$ cat src/rtl/tcb_peri_gpio_seq_pkg.sv
// rtl/tcb_peri_gpio_seq_pkg.sv - shared types and register map for the GPIO command sequencer
package tcb_peri_gpio_seq_pkg;

  typedef enum logic [1:0] {
    OPC_WRITE = 2'd0,
    OPC_READ  = 2'd1,
    OPC_POLL  = 2'd2,
    OPC_DELAY = 2'd3
  } opc_e;

  typedef enum logic [2:0] {
    ST_IDLE = 3'd0,
    ST_WR   = 3'd1,
    ST_RD   = 3'd2,
    ST_RWT  = 3'd3,
    ST_CMP  = 3'd4,
    ST_DLY  = 3'd5,
    ST_RSP  = 3'd6
  } state_e;

  localparam logic [2:0] ADR_OE      = 3'd0;
  localparam logic [2:0] ADR_OD      = 3'd1;
  localparam logic [2:0] ADR_IE      = 3'd2;
  localparam logic [2:0] ADR_ID      = 3'd3;
  localparam logic [2:0] ADR_IRQ_ENA = 3'd4;
  localparam logic [2:0] ADR_IRQ_MOD = 3'd5;
  localparam logic [2:0] ADR_IRQ_POL = 3'd6;
  localparam logic [2:0] ADR_IRQ_STS = 3'd7;

endpackage

$ cat src/rtl/tcb_peri_gpio_seq.sv
// rtl/tcb_peri_gpio_seq.sv - command-stream bus initiator for the tcb_peri_gpio register interface
// Runs WRITE/READ/POLL/DELAY commands; all bus and response outputs decode from registered state.
module tcb_peri_gpio_seq
  import tcb_peri_gpio_seq_pkg::*;
#(
  parameter int unsigned SYS_DAT = 32,
  parameter int unsigned SYS_RLT = 0,
  parameter int unsigned CNW     = 16
) (
  input  logic               clk,
  input  logic               rst,
  input  logic               cmd_vld,
  output logic               cmd_rdy,
  input  logic [1:0]         cmd_opc,
  input  logic [2:0]         cmd_adr,
  input  logic [SYS_DAT-1:0] cmd_dat,
  input  logic [SYS_DAT-1:0] cmd_msk,
  input  logic [CNW-1:0]     cmd_cnt,
  output logic               rsp_vld,
  input  logic               rsp_rdy,
  output logic [SYS_DAT-1:0] rsp_dat,
  output logic               rsp_err,
  output logic               sys_wen,
  output logic [2:0]         sys_wad,
  output logic [SYS_DAT-1:0] sys_wdt,
  output logic               sys_ren,
  output logic [2:0]         sys_rad,
  input  logic [SYS_DAT-1:0] sys_rdt,
  output logic               busy
);

  state_e             state_q, state_d;
  opc_e               opc_q, opc_d;
  logic [2:0]         adr_q, adr_d;
  logic [SYS_DAT-1:0] dat_q, dat_d;
  logic [SYS_DAT-1:0] msk_q, msk_d;
  logic [SYS_DAT-1:0] rdt_q, rdt_d;
  logic [CNW-1:0]     lim_q, lim_d;
  logic [CNW-1:0]     cnt_q, cnt_d;
  logic               err_q, err_d;
  logic               match;

  assign match = ((rdt_q ^ dat_q) & msk_q) == '0;

  always_comb begin
    state_d = state_q;
    opc_d   = opc_q;
    adr_d   = adr_q;
    dat_d   = dat_q;
    msk_d   = msk_q;
    rdt_d   = rdt_q;
    lim_d   = lim_q;
    cnt_d   = cnt_q;
    err_d   = err_q;
    unique case (state_q)
      ST_IDLE: begin
        if (cmd_vld) begin
          opc_d = opc_e'(cmd_opc);
          adr_d = cmd_adr;
          dat_d = cmd_dat;
          msk_d = cmd_msk;
          lim_d = cmd_cnt;
          cnt_d = '0;
          err_d = 1'b0;
          unique case (opc_e'(cmd_opc))
            OPC_WRITE: state_d = ST_WR;
            OPC_READ:  state_d = ST_RD;
            OPC_POLL:  state_d = ST_RD;
            OPC_DELAY: state_d = (cmd_cnt == '0) ? ST_IDLE : ST_DLY;
            default:   state_d = ST_IDLE;
          endcase
        end
      end
      ST_WR: state_d = ST_IDLE;
      ST_RD: begin
        if (SYS_RLT == 0) begin
          rdt_d   = sys_rdt;
          state_d = (opc_q == OPC_POLL) ? ST_CMP : ST_RSP;
        end else begin
          state_d = ST_RWT;
        end
      end
      ST_RWT: begin
        rdt_d   = sys_rdt;
        state_d = (opc_q == OPC_POLL) ? ST_CMP : ST_RSP;
      end
      ST_CMP: begin
        // cnt_q holds completed attempts minus one; lim_q extra attempts allowed
        if (match) begin
          state_d = ST_RSP;
        end else if (cnt_q == lim_q) begin
          err_d   = 1'b1;
          state_d = ST_RSP;
        end else begin
          cnt_d   = cnt_q + CNW'(1);
          state_d = ST_RD;
        end
      end
      ST_DLY: begin
        if (cnt_q == lim_q - CNW'(1)) state_d = ST_IDLE;
        else                          cnt_d   = cnt_q + CNW'(1);
      end
      ST_RSP: if (rsp_rdy) state_d = ST_IDLE;
      default: state_d = ST_IDLE;
    endcase
  end

  always_ff @(posedge clk or posedge rst) begin
    if (rst) begin
      state_q <= ST_IDLE;
      opc_q   <= OPC_WRITE;
      adr_q   <= '0;
      dat_q   <= '0;
      msk_q   <= '0;
      rdt_q   <= '0;
      lim_q   <= '0;
      cnt_q   <= '0;
      err_q   <= 1'b0;
    end else begin
      state_q <= state_d;
      opc_q   <= opc_d;
      adr_q   <= adr_d;
      dat_q   <= dat_d;
      msk_q   <= msk_d;
      rdt_q   <= rdt_d;
      lim_q   <= lim_d;
      cnt_q   <= cnt_d;
      err_q   <= err_d;
    end
  end

  assign cmd_rdy = (state_q == ST_IDLE);
  assign busy    = ~cmd_rdy;
  assign sys_wen = (state_q == ST_WR);
  assign sys_wad = sys_wen ? adr_q : '0;
  assign sys_wdt = sys_wen ? dat_q : '0;
  assign sys_ren = (state_q == ST_RD);
  assign sys_rad = sys_ren ? adr_q : '0;
  assign rsp_vld = (state_q == ST_RSP);
  assign rsp_dat = rsp_vld ? rdt_q : '0;
  assign rsp_err = rsp_vld & err_q;

endmodule
$ cat config.mk
export PLATFORM = sky130hd
export DESIGN_NAME = tcb_peri_gpio_seq
export DESIGN_NICKNAME = d
export VERILOG_FILES = /design/src/rtl/tcb_peri_gpio_seq_pkg.sv /design/src/rtl/tcb_peri_gpio_seq.sv
export SDC_FILE = /design/constraint.sdc
export NUM_CORES = 1
export LEC_CHECK = 0
export BUFFER_PORTS_ARGS = -buffer_cell sky130_fd_sc_hd__buf_4
export CAP_MARGIN = 5
export CORE_MARGIN = 2
export CORE_UTILIZATION = 50
export DETAILED_ROUTE_END_ITERATION = 10
export PLACE_DENSITY = 0.77
export SLEW_MARGIN = 20
export SYNTH_ARGS = -nofsm -noshare
export SYNTH_HDL_FRONTEND = slang
export SYNTH_SLANG_ARGS = --single-unit
$ cat constraint.sdc
create_clock -name clk -period 4.9 [get_ports clk]
set_input_delay 0.245 -clock clk [delete_from_list [all_inputs] [get_ports clk]]
set_output_delay 0.245 -clock clk [all_outputs]
set_load 0.02 [all_outputs]
## Word level (Yosys, flattened, before mapping)

Index checks and enable logic that the tools add are counted.
W data, S select, Z words.

- Bits of input ports: 121
- Register bits: 137
- Output and inout bits: 76
- Word-level logic and storage cells: 68

- Add/sub/neg operators: 2
- Equal/unequal tests: 19
- Reductions and logical operators: 12
- Bitwise gates (word level): 4
- Muxes and demuxes: 22

Operators by type and width:

| kind | number |
|---|---|
| $mux W16 | 4 |
| $mux W32 | 2 |
| $pmux W16 S3 | 1 |
| $and A32 B32 Y32 | 1 |
| $eq A16 B16 Y1 | 2 |
| $logic_not A32 Y1 | 1 |
| $xor A32 B32 Y32 | 1 |
| $mux W3 | 8 |
| $add A16 B1 Y16 const B | 1 |
| $logic_not A16 Y1 | 1 |
| $sub A16 B1 Y16 const B | 1 |
| $pmux W3 S5 | 1 |
| $ne A2 B2 Y1 const B | 6 |
| $eq A3 B3 Y1 const B | 3 |
| $pmux W3 S3 | 1 |
| $eq A2 B2 Y1 const B | 3 |
| $eq A3 B2 Y1 const B | 2 |
| $reduce_and A5 Y1 | 1 |
| $reduce_and A4 Y1 | 1 |
| $reduce_or A2 Y1 | 2 |
| $eq A3 B1 Y1 const B | 1 |
| $logic_not A3 Y1 | 1 |
| $mux W1 | 3 |
| $reduce_and A3 Y1 | 1 |
| 10 further kinds | 10 |

## Longest topological paths before layout

- Word-level depth: 5
- Gate-level depth with buffers: 13
- Depth with buffers taken out: 10

## Least setup slack after synthesis

OpenSTA, ideal clock, no wires.

- Path type: reg2reg
- From: register lim_q[0]
- To: register cnt_q[6]
- Clock period less this slack: 2.869 ns
- Buffers on the path: 2
- Setup time: 0.078 ns
- Arrival: 2.791 ns
- Setup slack: 2.031 ns
- Stages on the path, launching flop included: 13
- Path through: dfrtp_1 inv_1 ha_1 or4b_1 buf_2 o21a_1 o21a_1 o21a_1 o211ai_4 nor4_4 buf_6 or4_1 a21oi_1

- Word-level cells in the longest chain between the ends: 4

Ends and longest elaborated chain:

| what | RTL line | RTL |
|---|---|---|
| start: declaration | tcb_peri_gpio_seq.sv:38 | `logic [CNW-1:0] lim_q, lim_d;` |
| start signal: assignment | tcb_peri_gpio_seq.sv:126 | `lim_q <= lim_d;` |
| $sub A16 B1 Y16 | tcb_peri_gpio_seq.sv:100 | `if (cnt_q == lim_q - CNW'(1)) state_d = ST_IDLE;` |
| $eq A16 B16 Y1 | tcb_peri_gpio_seq.sv:100 |  |
| $ne A2 B2 Y1 (no source line) | - |  |
| $reduce_and A5 Y1 (no source line) * | - |  |
| end signal: assignment | tcb_peri_gpio_seq.sv:127 | `cnt_q <= cnt_d;` |
| end: declaration | tcb_peri_gpio_seq.sv:39 | `logic [CNW-1:0] cnt_q, cnt_d;` |

Mark *: on every way between the ends. The rest lies on a longest branch, timed or not.
A chain may end at the register's enable or synchronous reset.

## Worst setup path after layout

- From: register lim_q[0]
- To: register cnt_q[9]

Same word-level chain as after synthesis.

==> run summary <==
Cell area after synthesis - 0.00722 mm^2
Worst path arrival time - 3540 ps
Predominant post-synthesis flop cell - dfrtp_1
Synth top area share - 0.475
Most common cell in the netlist - nand2_1
Largest fanout on the critical path - 19
Leakage - 4.92 nW
Syn avg cell area - 8.31 um^2
Nets@finish - 1166
Clock Tree Root - clkbuf_16
Initial Util - 0.516
Largest net degree at the start of global routing - 98
Clk_skew - 10.5 ps
Syn Inst Count - 868
DRC viols - 0
Worst Setup SP - lim_q[0]$_DFFE_PP0P_
Area grow syn2layout - 30.5%
Initial antenna violation count - 0
Critical Path Source Type - register
EDFF count, synth - 0
Worst path cell trace - inv_1 > ha_1 > or4b_1 > nor3_1 > nor2_1 > nor3_2 > o211ai_4 > nor4_4 > buf_4 > or4_1 > a21oi_1
# port buffers - 196
Slowest cell on crit path - or4b_1
# fillers - 1193
Area leader, netlist - dfrtp_1
# setup viols final - 0
Status - finished, violations left
Pwr dens - 600 mW/mm^2
RSZ-0062 raised after global routing - false
Post-layout util - 0.673
Max_slew headroom - 0.272
Post-route cell area - 0.00942 mm^2
Hold WS - -35.4 ps
Final Max Tran Viols - 0
Synth async-reset ratio - 1.00
Dpl ws - 1370 ps
Dpl hpwl - 14.0 mm
First-pass GRT wire length - 32.4 mm
Clock slew at reported path FFs - 60 ps
CTS tree - built
Vias - 6573
Starting DRT DRC Count - 516
Worst Setup End Kind - register
Register bit total from synthesis - 137
Cells on worst reg2reg path - 11
GPL Wtd Cong - 0.867
R2r startpoint - lim_q[0]$_DFFE_PP0P_
Synthesized Nets - 993
Fmax - 303 MHz
Grt ovf - 0
Critical Path RT - 5140 ps
Worst setup margin - 1600 ps
Slew @ Worst Pin - 1090 ps
Register area share after synthesis - 0.475
R2r setup slk - 1600 ps
Worst skew pair latency - 420 ps
IO Count - 197
Kind of critical path - reg2reg
CP max stage delay - 610 ps
WL per Instance - 16.8 um
Distinct cells, synth - 51
TNS Setup - 0 ps
Placement Cell Area - 0.00876 mm^2
Num CTS Buffers - 17
Antenna Nets Post-Route - 0
Failing checks - negative hold slack
Clock sink count - 137
Die width - 124 um
H-tree depth - 4
Routed WL - 20.7 mm
VDD IR-drop max - 0.326 mV
Die Ht - 124 um
Vias in the first global route - 6334
Gr usage total - 0.278
Cell row count - 43
Post-synth top cells - 359 x nand2_1, 137 x dfrtp_1, 72 x and2_1
Post-route minimum period - 3300 ps
Drt via density - 5.33
Drt first pass iters - 4
Hold Fails Final Rpt - 20
Max Root-Sink Buffers - 2
CORE AREA - 0.0140 mm^2
Die area - 0.0154 mm^2
Share of layout cells above drive strength 1 - 0.237
Diode count - 0
Max-cap violations - 0
Worst R2R End - cnt_q[9]$_DFFE_PP0P_
Hold Crit Class - in2async
Final critical-path share of the clock period - 0.674
Synth warn - 0
Synth area leaders - dfrtp_1 48%, nand2_1 19%, and2_1 6.2%, xor2_1 5.5%, clkbuf_1 2.2%
state kept, by name (all words and copies together) (netlist names):
| signal | flops |
|---|---|
| state_q | 3 |
| cnt_q | 16 |
| lim_q | 16 |
| adr_q | 3 |
| dat_q | 32 |
| err_q | 1 |
| msk_q | 32 |
| rdt_q | 32 |
| opc_q | 2 |
critical path: cells and delay by family (launching register included):
kind	cells	cell delay [ps]
compound gates	2	200
fa+ha+maj	1	240
buf+inv	2	410
flops	1	420
simple gates	6	1860
cell families after synthesis:
logic type	Yosys count	share of synthesized area
DFF	137	0.475
muxes	4	0.00572
adders and majority gates	4	0.00694
xor gates and xnor gates	54	0.0655
buffers and inverters	60	0.0342
AOI/OAI and AO/OA	67	0.0642
and+or+nand+nor	542	0.348
through the flow:
step	power (W)	hold WS, ps	cells
2_1_floorplan	0.00355	350	868
3_3_place_gp	0.00424	434	1198
3_5_place_dp	0.00429	439	1198
4_1_cts	0.00567	0.118	1233
5_1_grt	0.00605	1.84	1234
6_report	0.00565	-35.4	1234
what timing repair did:
item,in CTS,in global routing
hold buffers,3,0
resized for setup,0,0
setup buffers,0,0
endpoints found under the hold margin,3,0
layer usage:
layer / vias up / wire, um / GRT usage / share of wire
li1: 3175 / - / - / -
met1: 3177 / 8320 / 0.339 / 0.40
met2: 201 / 10700 / 0.473 / 0.52
met3: 20 / 1420 / 0.0861 / 0.069
met4: 0 / 252 / 0.0815 / 0.012
met5: - / 0 / 0 / 0
where the power goes:
part           leakage (nW)  switching [W]  internal (W)
Clock                 0.296       0.000520      0.000836
Combinational          2.90        0.00133      0.000873
Sequential             1.73       0.000474       0.00162
final cells by class:
class	count	area, um^2	share of cell area
Multi-Input combinational cell	671	3560	0.378
Sequential cell	137	3430	0.364
Timing Repair Buffer	205	1550	0.164
Clock buffer	20	457	0.0485
Tap cell	180	225	0.0239
Clock inverter	12	164	0.0174
Inverter	9	38.8	0.00412
cells in the final DEF, fill, tap and decap left out, drive strengths merged, types with 13 or more instances in the layout:
cell type / synthesis / layout
nand2: 359 / 359
nor2: 18 / 18
inv: 9 / 13
xor2: 45 / 45
clkbuf: 42 / 20
buf: 9 / 202
nand3: 13 / 13
dfrtp: 137 / 137
nor3: 15 / 15
and2: 72 / 72
or4: 13 / 13
a21oi: 17 / 17
how the worst max path moves through the flow:
stage,endpoint,slack (ps),depth (start not counted)
final,cnt_q[9]$_DFFE_PP0P_,1600,11
after global routing,cnt_q[14]$_DFFE_PP0P_,1360,11
after detailed placement,cnt_q[8]$_DFFE_PP0P_,1370,10
after floorplan,adr_q[0]$_DFFE_PP0P_,990,1
after global placement,cnt_q[4]$_DFFE_PP0P_,1510,10
after CTS,cnt_q[4]$_DFFE_PP0P_,1340,10
Note: power is estimated with default switching activity, not from simulation.
